[config.mk]
export PLATFORM = sky130hd
export DESIGN_NAME = vga_digit_render
export DESIGN_NICKNAME = d
export VERILOG_FILES = /design/src/rtl/vga_digit_render.sv
export SDC_FILE = /design/constraint.sdc
export NUM_CORES = 1
export LEC_CHECK = 0
export CAP_MARGIN = 20
export CORE_MARGIN = 1.5
export CORE_UTILIZATION = 28
export CTS_BUF_LIST = sky130_fd_sc_hd__clkbuf_16
export DETAILED_ROUTE_END_ITERATION = 12
export PLACE_DENSITY = 0.67
export SYNTH_ARGS = -nofsm -noshare
export SYNTH_HDL_FRONTEND = slang
export SYNTH_SLANG_ARGS = --single-unit
[constraint.sdc]
create_clock -name clk -period 5.1 [get_ports clk]
set_clock_uncertainty 0.15 [all_clocks]
set_input_delay 1.53 -clock clk [delete_from_list [all_inputs] [get_ports clk]]
set_output_delay 1.53 -clock clk [all_outputs]
set_load 0.005 [all_outputs]
[src/rtl/vga_digit_render.sv]
// vga_digit_render: two-stage segment-digit renderer for a fixed window.
// Optional macro: LEADING_ZERO_BLANK_EN blanks leading zero digits.
module vga_digit_render #(
  parameter int          NUM_DIGITS = 4,
  parameter int          X0         = 256,
  parameter int          Y0         = 216,
  parameter int          DIGIT_W    = 32,
  parameter int          DIGIT_H    = 48,
  parameter int          DIGIT_GAP  = 8,
  parameter int          SEG_T      = 4,
  parameter logic [11:0] BG_COLOR   = 12'h000
) (
  input  logic                    clk,
  input  logic                    rst_n,
  input  logic                    valid,
  input  logic [9:0]              h_cnt,
  input  logic [9:0]              v_cnt,
  input  logic [4*NUM_DIGITS-1:0] value,
  output logic [3:0]              num,
  input  logic [11:0]             seg0,
  input  logic [11:0]             seg1,
  input  logic [11:0]             seg2,
  input  logic [11:0]             seg3,
  input  logic [11:0]             seg4,
  input  logic [11:0]             seg5,
  input  logic [11:0]             seg6,
  input  logic [11:0]             seg7,
  input  logic [11:0]             seg8,
  output logic [11:0]             pixel
);

  localparam int PITCH = DIGIT_W + DIGIT_GAP;
  localparam int MID   = DIGIT_H / 2;
  localparam int HT    = SEG_T / 2;

  typedef enum logic [3:0] {
    R_S0, R_S1, R_S2, R_S3, R_S4,
    R_S5, R_S6, R_S7, R_S8, R_NONE
  } region_t;

  logic [4*NUM_DIGITS-1:0] shadow;
  logic [3:0]  nib;
  logic        in_box, in_gap;
  logic        left, right, xmid;
  logic        top, upper, mid, lower, bot;
  int          hi, vi, lx, ly;
  region_t     reg_d, reg_q;
  logic        lit_q, valid_q, show;
  logic [11:0] segsel;

`ifdef LEADING_ZERO_BLANK_EN
  logic [NUM_DIGITS-1:0] blank_vec;
  logic                  blank_d, blank_q;

  // flag digits that sit left of the first nonzero nibble
  always_comb begin : lzb
    logic run;
    run = 1'b1;
    blank_vec = '0;
    for (int d = 0; d < NUM_DIGITS; d++) begin
      run = run & (shadow[4*(NUM_DIGITS-1-d) +: 4] == 4'd0);
      blank_vec[d] = run & (d != NUM_DIGITS - 1);
    end
  end
`endif

  // latch the displayed value once per frame so a frame never tears
  always_ff @(posedge clk or negedge rst_n) begin
    if (!rst_n) begin
      shadow <= '0;
    end else if (h_cnt == 10'd0 && v_cnt == 10'd0) begin
      shadow <= value;
    end
  end

  // locate digit, local coordinates and segment region of this pixel
  always_comb begin
    hi     = int'(h_cnt);
    vi     = int'(v_cnt);
    ly     = vi - Y0;
    lx     = 0;
    nib    = 4'd0;
    in_box = 1'b0;
`ifdef LEADING_ZERO_BLANK_EN
    blank_d = 1'b0;
`endif
    for (int d = 0; d < NUM_DIGITS; d++) begin
      if (hi >= X0 + d*PITCH && hi < X0 + (d+1)*PITCH) begin
        lx     = hi - (X0 + d*PITCH);
        nib    = shadow[4*(NUM_DIGITS-1-d) +: 4];
        in_box = 1'b1;
`ifdef LEADING_ZERO_BLANK_EN
        blank_d = blank_vec[d];
`endif
      end
    end
    in_box = in_box && vi >= Y0 && vi < Y0 + DIGIT_H;
    in_gap = lx >= DIGIT_W;
    left   = lx < SEG_T;
    right  = lx >= DIGIT_W - SEG_T && lx < DIGIT_W;
    xmid   = lx >= SEG_T && lx < DIGIT_W - SEG_T;
    top    = ly < SEG_T;
    upper  = ly >= SEG_T && ly < MID - HT;
    mid    = ly >= MID - HT && ly < MID + HT;
    lower  = ly >= MID + HT && ly < DIGIT_H - SEG_T;
    bot    = ly >= DIGIT_H - SEG_T;
    reg_d  = R_NONE;
    unique case (1'b1)
      xmid && top:    reg_d = R_S0;
      xmid && bot:    reg_d = R_S3;
      xmid && mid:    reg_d = R_S6;
      left && upper:  reg_d = R_S5;
      right && upper: reg_d = R_S1;
      left && lower:  reg_d = R_S4;
      right && lower: reg_d = R_S2;
      left && mid:    reg_d = R_S8;
      right && mid:   reg_d = R_S7;
      default:        reg_d = R_NONE;
    endcase
  end

  // stage 1: present the digit to the decoder, carry pixel context
  always_ff @(posedge clk or negedge rst_n) begin
    if (!rst_n) begin
      num     <= 4'd0;
      reg_q   <= R_S0;
      lit_q   <= 1'b0;
      valid_q <= 1'b0;
`ifdef LEADING_ZERO_BLANK_EN
      blank_q <= 1'b0;
`endif
    end else begin
      num     <= in_box ? nib : 4'd0;
      reg_q   <= reg_d;
      lit_q   <= in_box & ~in_gap;
      valid_q <= valid;
`ifdef LEADING_ZERO_BLANK_EN
      blank_q <= blank_d;
`endif
    end
  end

  // pick the decoder colour for the registered region
  always_comb begin
    segsel = BG_COLOR;
`ifdef LEADING_ZERO_BLANK_EN
    show = lit_q & ~blank_q;
`else
    show = lit_q;
`endif
    case (reg_q)
      R_S0:    segsel = seg0;
      R_S1:    segsel = seg1;
      R_S2:    segsel = seg2;
      R_S3:    segsel = seg3;
      R_S4:    segsel = seg4;
      R_S5:    segsel = seg5;
      R_S6:    segsel = seg6;
      R_S7:    segsel = seg7;
      R_S8:    segsel = seg8;
      default: segsel = BG_COLOR;
    endcase
  end

  // stage 2: final registered colour
  always_ff @(posedge clk or negedge rst_n) begin
    if (!rst_n) begin
      pixel <= 12'h000;
    end else if (!valid_q) begin
      pixel <= 12'h000;
    end else if (!show) begin
      pixel <= BG_COLOR;
    end else begin
      pixel <= segsel;
    end
  end

endmodule

### After elaboration in Yosys (flattened, before gate mapping)

Index checks and enable logic that the tools add are counted.

* register bits: 38
* output and inout port bits: 16
* input bits: 147

* equality and inequality tests: 8
* add/sub/neg operators: 5
* multiplexer cells: 17
* reduce and logical (&&, ||, !) cells: 24
* bitwise operators: 2
* order comparisons: 24

Operators by type and width (number)
* $mux 32: 4
* $pmux 12 s9: 1
* $lt 10x9->1 const B: 5
* $sub 10x9->11 const B: 4
* $ge 10x9->1 const B: 4
* $pmux 4 s9: 1
* $ge 32x4->1 const B: 1
* $ge 32x6->1 const B: 1
* $ge 32x7->1 const B: 1
* $lt 32x4->1 const B: 1
* $lt 32x6->1 const B: 1
* $lt 32x7->1 const B: 1
* $mux 12: 2
* $ge 11x6->1 const B: 2
* $lt 11x6->1 const B: 2
* $logic_and 1x1->1: 21
* $logic_not 10->1: 2
* $mux 4: 5
* $eq 4x3->1 const B: 4
* $ge 11x4->1 const B: 1
* $ge 11x7->1 const B: 1
* $lt 11x4->1 const B: 1
* $lt 11x7->1 const B: 1
* $sub 10x8->11 const B: 1
* other kinds (8): 12

### Longest topological paths before layout

Gate-level depths: netlist of the first run.

* word-level depth: 10
* mapped depth: 14
* gate-level depth less buffers: 11

### Worst setup path after synthesis of the first run

OpenSTA, ideal clock, no wires.

* path type: input to register
* start point: in h_cnt[8]
* end point: reg reg_q[3]
* required time: 4812 ps
* setup time: 138 ps
* buffers on the path: 2
* path slack: 902 ps
* data arrival time: 3910 ps
* stages: 12
* cells stage by stage: buf_2 > inv_1 > ha_1 > or3_1 > a21boi_1 > a211oi_4 > o31ai_1 > and3_1 > buf_2 > or4_1 > a21boi_1 > a211oi_1

* longest elaborated chain between the ends: 10

Ends and longest elaborated chain
* from (decl): line 16 `input logic [9:0] h_cnt,`
* $ge 10x9->1 / $lt 10x9->1 (equally long branches): line 88 `if (hi >= X0 + d*PITCH && hi < X0 + (d+1)*PITCH) begin`
* $logic_and 1x1->1: line 88
* $mux 32 (3 in series): line 88
* $mux 32 (*): line 88
* $ge 32x6->1, or another cell as far along: line 100 `right = lx >= DIGIT_W - SEG_T && lx < DIGIT_W;`
* $logic_and 1x1->1, on equally long branches: line 100, 101
* $logic_and 1x1->1, or another cell as far along: line 117 `right && mid: reg_d = R_S7;`
* $pmux 4 s9 (*): line 108 `unique case (1'b1)`
* net reg_d[3]: line 47 `region_t reg_d, reg_q;`
* to (signal assigned): line 134 `reg_q <= reg_d;`
* to (decl): line 47

The timed path passes the listed nets; every way through them passes the cells marked *.
A chain may end at the register's enable or synchronous reset.

### Final worst setup path of the first run

* start point: in h_cnt[4]
* end point: reg reg_q[3]

Same word-level chain as after synthesis.

==> results.py, run 1 <==
metrics = {
    "status": {
        "status": "finished, final reports clean",
    },
    "yosys": {
        "syn-cell-area_mm2": 0.00318,
        "syn_avg_cell_area_um2": 9.10,
        "yosys-top-cells-area": "dfrtp_1, a22oi_1, mux2_2",
        "postSynthCellCount": 349,
        "ys_ff_latch": 38,
        "synth_common_cells": "a22oi_1, dfrtp_1, mux2_2",
        "yosys-mux-area-fraction": 0.103,
        "yosysWarnings": 0,
        "synthSimpleGateAreaFrac": 0.171,
        "syn-num-nets": 510,
        "synth_top_family_by_area": "compound AO/OA/AOI/OAI gates",
        "yosysSeqAreaShare": 0.299,
        "synth-xor-area-share": 0,
        "synth.most_common_cell": "a22oi_1",
        "synth_enable_flop_cells": 0,
        "synth_largest_area_cell": "dfrtp_1",
        "synth_ff_type": "dfrtp_1",
        "synth_compound_area_frac": 0.326,
        "synth_top_area_share": 0.299,
        "ys_types": 61,
        "synth_fa_ha_area_frac": 0.0551,
        "synth-async-reset-ratio": 1.00,
    },
    "worst_setup_path": {
        "path_class": "in -> reg",
        "r2r-end": "pixel[0]",
        "crit_chain": "clkdlybuf4s50_1 > inv_1 > ha_1 > nor2b_1 > a311oi_1 > nor2_2 > nor4_1 > nand2b_1 > and3_1 > or4_1 > a21boi_1 > a211oi_1",
        "start_kind": "input port",
        "cp-startpoint": "h_cnt[4]",
        "critPathMaxStageDelay_ps": 640,
        "r2r-start": "reg_q[3]",
        "end_kind": "flop",
        "cp.required_ps": 5090,
        "reg2reg_slack_ps": 2620,
        "crit_end": "reg_q[3]",
        "crit_fanout": 9,
        "r2r_cells": 5,
        "arrival_ps": 4700,
        "critPathSlowestCell": "clkdlybuf4s50_1",
    },
    "floorplanning": {
        "coreArea_mm2": 0.0109,
        "boundaryPins": 163,
        "initial_utilization": 0.291,
        "rows": 38,
        "die_h_um": 110,
        "die-area_mm2": 0.0120,
        "die_w_um": 110,
    },
    "cts": {
        "cts.path.max_buffers": 2,
        "postCtsHoldBufs": 0,
        "cts_tree": "done",
        "clock-root-buffer": "clkbuf_16",
        "cts_num_sinks": 38,
        "cts-resized-gates": 0,
        "clk_pin_slew_ps": 60,
        "numCtsBuffers": 5,
        "cts.htree.levels": 2,
        "clock_latency_ps": 280,
        "post_cts_buffers": 0,
    },
    "placement": {
        "gp_congestion": 0.894,
        "placed_area_mm2": 0.00501,
        "dp_cells": 648,
        "hpwl_mm": 9.97,
        "io_buffers": 162,
    },
    "global_route": {
        "grt_first_pass_wirelength_mm": 18.4,
        "grt_usage": 0.202,
        "grt_pass1_vias": 3546,
        "grt_overflow": 0,
        "antenna_found_initial": 1,
        "grt_max_degree": 39,
    },
    "timing": {
        "maxSlewHeadroom": 0.271,
        "timing.hold.ws_ps": 356,
        "finalSetupViolCount": 0,
        "fin_tns_setup_ps": 0,
        "period_needed_ps": 4710,
        "rsz0062_at_grt": "false",
        "drv_slew": 0,
        "timing_hold_violations_final": 0,
        "max_freq_mhz": 212,
        "timing.final.crit_share": 0.924,
        "worst_slew_pin_slew_ps": 1090,
    },
    "drt": {
        "met2_length_mm": 6.35,
        "dr_wl_met3_mm": 1.07,
        "via_count": 3635,
        "firstDrtPassIters": 5,
        "drc": 0,
        "top_layer": "met5",
        "route.detailed.wl_per_inst_um": 19.0,
        "postRouteAntennaNets": 0,
        "met1_length_mm": 4.68,
        "vias_per_cell": 5.52,
        "drtIter0Drc": 277,
        "drt_wl_total_mm": 12.5,
    },
    "final_layout": {
        "fin_area_mm2": 0.00521,
        "instances_no_fill": 658,
        "drive_gt1_frac": 0.134,
        "area_growth_pct": 63.9,
        "fin_nets": 676,
    },
    "pwr": {
        "power.density_mw_per_mm2": 202,
        "total_leakage_power_uw": 0.00197,
        "max-vdd-ir-drop_uv": 135,
    },
    "job": {
        "cap_viol_max_count": 0,
    },
    "worst_hold_path": {
        "hp-class": "reg -> reg",
    },
}
power by group:
part           internal [uW]  total, uW  leakage [uW]  switching, uW
combinational            183        318       0.00135            135
sequential               307        324      0.000520           17.6
clock                    281        410     0.0000940            129
sequential cells by signal, summed over array words and instances, names as in the netlist:
name	flops
shadow	16
valid_q	1
lit_q	1
pixel	12
reg_q	4
num	4
cells by family (layout without fill, tap and decap cells):
| group | count (synthesis) | after routing |
|---|---|---|
| and+or+nand+nor | 96 | 96 |
| DFF | 38 | 38 |
| adders and majority gates | 14 | 14 |
| muxes | 29 | 29 |
| other | 0 | 2 |
| AOI/OAI and AO/OA | 140 | 140 |
| buffers and inverters | 32 | 199 |
critical path, delay by kind of cell:
family	cells	cell delay [ps]
compound gates	3	350
fa+ha+maj	1	280
buf+inv	2	840
simple gates	6	1720
routing by layer:
| metal | vias to the layer above | GRT usage |
|---|---|---|
| met4 | 2 | 0.0974 |
| met3 | 24 | 0.0480 |
| met2 | 163 | 0.383 |
| met1 | 1722 | 0.207 |
| met5 | - | 0 |
| li1 | 1724 | - |
worst min path at each step:
| stage | endpoint | start | cells after the start |
|---|---|---|---|
| final | shadow[5] | shadow[5] | 1 |
| after global routing | shadow[5] | shadow[5] | 1 |
| after CTS | shadow[5] | shadow[5] | 1 |
| after detailed placement | shadow[7] | shadow[7] | 1 |
| after global placement | shadow[6] | shadow[6] | 1 |
| after floorplan | shadow[4] | shadow[4] | 1 |
metrics by stage:
stage / setup slack [ps] / utilization / power [uW]
after floorplan: 902 / - / 469
after global placement: 280 / 0.458 / 641
after detailed placement: 151 / 0.458 / 644
after CTS: 430 / 0.476 / 1060
after global routing: 210 / 0.476 / 1100
final: 385 / 0.476 / 1050
layout make-up:
class | count | area (um2)
fillers | 1035 | 5730
multi-input cells | 279 | 2090
repair buffers | 180 | 1750
flip-flops and latches | 38 | 951
well taps | 140 | 175
clock buffers | 5 | 125
clock inverters | 3 | 68.8
inverters | 11 | 41.3
diodes | 2 | 5.00
layout by cell type (no fill, tap or decap), drive strengths merged, types with 5 or more instances in the layout:
cell,count
clkdlybuf4s50,161
clkbuf,5
nand3,6
nand2b,8
nor3,13
inv,11
a221o,5
nor2,17
a22oi,48
a211oi,5
and3,5
a21oi,20
buf,19
ha,14
mux2,29
dfrtp,38
o21ai,22
nand2,19
nor4,5
a41oi,13
Power figures use the tool's default switching activity.
==> run 2, diff against run 1 <==
- CORE_ASPECT_RATIO: default -> 0.6
- CORE_UTILIZATION: 28 -> 25
- PLACE_DENSITY: 0.67 -> 0.62
==> results.py, run 2 (synthesized netlist as in run 1, its figures left out) <==
metrics = {
    "status": {
        "status": "finished, final reports clean",
    },
    "cts": {
        "clk_pin_slew_ps": 60,
        "cts.path.max_buffers": 2,
        "numCtsBuffers": 5,
        "post_cts_buffers": 0,
        "cts.htree.levels": 2,
        "clock-root-buffer": "clkbuf_16",
        "clock_latency_ps": 280,
        "cts_num_sinks": 38,
        "cts-resized-gates": 0,
        "postCtsHoldBufs": 0,
        "cts_tree": "done",
    },
    "timing": {
        "worst_slew_pin_slew_ps": 1140,
        "fin_tns_setup_ps": 0,
        "max_freq_mhz": 217,
        "drv_slew": 0,
        "finalSetupViolCount": 0,
        "maxSlewHeadroom": 0.240,
        "rsz0062_at_grt": "false",
        "period_needed_ps": 4610,
        "timing_hold_violations_final": 0,
        "timing.final.crit_share": 0.904,
    },
    "final_layout": {
        "area_growth_pct": 65.8,
        "biggestRegsByFlops": "shadow x16, pixel x12",
        "multiInputGateArea_mm2": 0.00211,
        "seqCellArea_um2": 951,
        "final_common_cell": "clkdlybuf4s50_1",
        "final_cell_mix": "clkdlybuf4s50_1, a22oi_1, dfrtp_1",
        "largest_reg_flops": 16,
        "largest-register": "shadow",
        "fillCellCount": 1185,
        "fin_area_mm2": 0.00527,
        "fin_util": 0.431,
        "drive_gt1_frac": 0.145,
        "antenna_cells": 0,
        "instances_no_fill": 682,
        "fin_nets": 677,
    },
    "floorplanning": {
        "die_w_um": 149,
        "initial_utilization": 0.260,
        "rows": 31,
        "die-area_mm2": 0.0134,
        "boundaryPins": 163,
        "die_h_um": 90.3,
        "coreArea_mm2": 0.0122,
    },
    "pwr": {
        "max-vdd-ir-drop_uv": 200,
        "total_leakage_power_uw": 0.00198,
        "power.density_mw_per_mm2": 199,
        "power.total_uw": 1050,
    },
    "global_route": {
        "antenna_found_initial": 0,
        "grt_usage": 0.188,
        "grt_pass1_vias": 3467,
        "grt_overflow": 0,
        "grt_max_degree": 39,
        "grt_first_pass_wirelength_mm": 19.6,
    },
    "drt": {
        "firstDrtPassIters": 5,
        "drc": 0,
        "postRouteAntennaNets": 0,
        "route.detailed.wl_per_inst_um": 18.9,
        "drt_wl_total_mm": 12.9,
        "drtIter0Drc": 231,
        "vias_per_cell": 5.39,
        "via_count": 3674,
    },
    "worst_setup_path": {
        "r2r-start": "reg_q[3]",
        "cp_top_family": "compound AO/OA/AOI/OAI gates",
        "critPathMaxStageDelay_ps": 540,
        "arrival_ps": 4610,
        "start_kind": "input port",
        "crit_fanout": 8,
        "reg2reg_slack_ps": 2400,
        "critPathBufInv": 1,
        "critPathSlowestCell": "clkdlybuf4s50_1",
        "end_kind": "flop",
        "r2r-end": "pixel[7]",
        "r2r_cells": 5,
        "cp.required_ps": 5100,
        "crit_chain": "clkdlybuf4s50_1 > ha_1 > or4b_1 > o21ai_1 > nand4_1 > a31o_2 > or3_1 > a211o_1 > a211oi_1 > o21ai_1",
        "crit_top_cell": "o21ai_1",
        "path_class": "in -> reg",
    },
    "placement": {
        "io_buffers": 162,
        "gp_congestion": 0.996,
        "placed_area_mm2": 0.00506,
        "dp_cells": 673,
        "hpwl_mm": 10.5,
    },
    "worst_hold_path": {
        "whs_path_depth": 1,
        "min_from": "shadow[12]",
        "hp-class": "reg -> reg",
        "min_to": "shadow[12]",
    },
    "job": {
        "cap_viol_max_count": 0,
    },
}
[run 2: cell types whose count changed in the layout (fill, tap and decap cells not counted)]
| cell | delta |
|---|---|
| nor3_2 | +5 |
| buf_4 | +1 |
| nor3_1 | -5 |
| diode_2 | -2 |
[run 2: layout make-up]
cell class	instances	share of cell area
multi-input combinational	279	0.402
clock buffer	5	0.0238
timing repair buffer	181	0.334
sequential	38	0.181
inverter	11	0.00784
tap	165	0.0392
clock inverter	3	0.0131
[run 2: worst reg2reg max path, delay by kind of cell, from the launching register on]
family,cells,cell delay [ps]
simple gates,2,1020
flops,1,650
compound gates,2,580
buf+inv,1,170
[run 2: routing by layer]
metal / track usage / wire length, um
met2: 0.265 / 5430
met5: 0 / 0
met1: 0.282 / 6170
met4: 0.0330 / 172
met3: 0.0561 / 1100
[run 2: worst max path at each step]
stage	from	endpoint	slack, ps	cells after the start
finish	v_cnt[3]	reg_q[0]	490	10
global placement	h_cnt[3]	reg_q[3]	290	12
CTS	v_cnt[3]	reg_q[0]	500	10
floorplan	h_cnt[8]	reg_q[3]	900	12
global route	h_cnt[3]	reg_q[0]	310	12
detailed placement	v_cnt[3]	reg_q[0]	200	10
[run 2: metrics by stage]
step | setup WS, ps | hold WS [ps]
after floorplan | 902 | 325
after global placement | 291 | 335
after detailed placement | 198 | 341
after CTS | 503 | 355
after global routing | 314 | 370
final | 490 | 359
[run 2: power by group]
part           switching, uW  total [uW]  internal, uW
Sequential              18.7         325           307
Combinational            138         320           182
Clock                    123         404           281
Total                    280        1050           770
==> run 3, diff against run 2 <==
- CORE_MARGIN: 1.5 -> default
- PLACE_DENSITY: 0.62 -> 0.56
- SKIP_LAST_GASP: default -> 1
==> results.py, run 3 (synthesized netlist as in run 1, its figures left out) <==
metrics = {
    "timing": {
        "rsz0062_at_grt": "false",
        "timing_hold_violations_final": 0,
        "worst_slew_pin_slew_ps": 1120,
        "finalSetupViolCount": 0,
        "timing.hold.ws_ps": 356,
        "max_freq_mhz": 209,
        "maxSlewHeadroom": 0.251,
        "period_needed_ps": 4770,
        "timing.final.crit_share": 0.936,
        "fin_tns_setup_ps": 0,
        "drv_slew": 0,
    },
    "worst_setup_path": {
        "critPathMaxStageDelay_ps": 670,
        "arrival_ps": 4760,
        "end_kind": "flop",
        "start_kind": "input port",
        "cp.required_ps": 5090,
        "crit_chain": "clkdlybuf4s50_1 > inv_1 > ha_1 > nor2b_1 > a311oi_1 > nor2_2 > nor4_1 > nand2b_1 > and3_1 > or4_1 > a21boi_1 > a211oi_1",
        "r2r_cells": 5,
        "critPathSlowestCell": "clkdlybuf4s50_1",
        "path_class": "in -> reg",
        "crit_fanout": 9,
    },
    "floorplanning": {
        "rows": 31,
        "initial_utilization": 0.260,
        "die_w_um": 148,
        "die_h_um": 89.3,
        "boundaryPins": 163,
        "coreArea_mm2": 0.0122,
        "die-area_mm2": 0.0132,
    },
    "pwr": {
        "max-vdd-ir-drop_uv": 119,
        "pwr-share-clk": 0.384,
        "p_sw_uw": 277,
        "swShare": 0.265,
        "power.density_mw_per_mm2": 200,
        "seqPwrFrac": 0.312,
        "combPwrFrac": 0.304,
        "p_int_uw": 768,
        "total_leakage_power_uw": 0.00195,
    },
    "final_layout": {
        "fin_nets": 672,
        "largest-register": "shadow",
        "antenna_cells": 0,
        "multiInputGateArea_mm2": 0.00211,
        "final_cell_mix": "clkdlybuf4s50_1, a22oi_1, dfrtp_1",
        "fin_area_mm2": 0.00522,
        "largest_reg_flops": 16,
        "final_common_cell": "clkdlybuf4s50_1",
        "seqCellArea_um2": 951,
        "area_growth_pct": 64.4,
        "drive_gt1_frac": 0.135,
        "biggestRegsByFlops": "shadow x16, pixel x12",
        "fillCellCount": 1152,
    },
    "placement": {
        "placed_area_mm2": 0.00503,
        "hpwl_mm": 10.4,
        "gp_congestion": 0.896,
        "io_buffers": 162,
    },
    "cts": {
        "clock-root-buffer": "clkbuf_16",
        "post_cts_buffers": 0,
        "cts.path.max_buffers": 2,
        "cts-resized-gates": 0,
        "clk_pin_slew_ps": 50,
        "cts.htree.levels": 2,
        "clock_latency_ps": 290,
        "cts_num_sinks": 38,
        "postCtsHoldBufs": 0,
        "cts_tree": "done",
        "numCtsBuffers": 5,
    },
    "drt": {
        "firstDrtPassIters": 5,
        "drtIter0Drc": 218,
        "drc": 0,
        "drt_wl_total_mm": 12.8,
        "via_count": 3602,
        "vias_per_cell": 5.32,
        "route.detailed.wl_per_inst_um": 18.9,
        "postRouteAntennaNets": 0,
    },
    "global_route": {
        "grt_first_pass_wirelength_mm": 18.5,
        "grt_max_degree": 39,
        "antenna_found_initial": 0,
        "grt_overflow": 0,
        "grt_usage": 0.184,
        "grt_pass1_vias": 3241,
    },
    "worst_hold_path": {
        "whs_path_depth": 1,
        "hp-class": "reg -> reg",
    },
    "job": {
        "cap_viol_max_count": 0,
    },
    "status": {
        "status": "finished, final reports clean",
    },
}
-- run 3: changes by cell type in the layout (fill, tap and decap cells not counted), sizes merged --
cell / delta
buf: -5
-- run 3: cell type report --
class	instances	share of cell area
clock inverters	3	0.0132
flip-flops and latches	38	0.182
multi-input cells	279	0.404
repair buffers	176	0.330
well taps	165	0.0395
inverters	11	0.00790
clock buffers	5	0.0240
-- run 3: through the flow --
stage               cells  utilization  power (uW)  setup slack [ps]
CTS                   677        0.428        1050               407
global route          677        0.428        1090              70.3
floorplan             349            -         469               902
detailed placement    669        0.412         644               113
global placement      668        0.411         644               230
finish                677        0.428        1040               327
-- run 3: power by group through the flow --
stage | clock network (uW) | logic (uW) | registers [uW]
2_1_floorplan | 0 | 153 | 315
3_3_place_gp | 0 | 314 | 330
3_5_place_dp | 0 | 313 | 331
4_1_cts | 413 | 315 | 325
5_1_grt | 423 | 344 | 326
6_report | 402 | 318 | 325
-- run 3: worst paths after layout --
kind	start	endpoint	slack, ps
worst min register to register	shadow[4]	shadow[4]	360
min in group asynchronous	rst_n	pixel[3]	1200
worst min-delay path	shadow[4]	shadow[4]	360
max in group asynchronous	rst_n	pixel[1]	3060
worst max register to register	reg_q[3]	pixel[8]	2460
worst max-delay path	h_cnt[4]	reg_q[3]	330
-- run 3: critical path: cells and delay by family --
family,cells,cell delay (ps)
compound gates,3,340
buf+inv,2,870
simple gates,6,1750
fa+ha+maj,1,280
-- run 3: metal layers --
metal	vias to the layer above	share of wire	GRT usage
li1	1712	-	-
met4	0	0.0053	0.0403
met2	144	0.43	0.251
met3	6	0.060	0.0383
met1	1740	0.50	0.289
met5	-	0	0
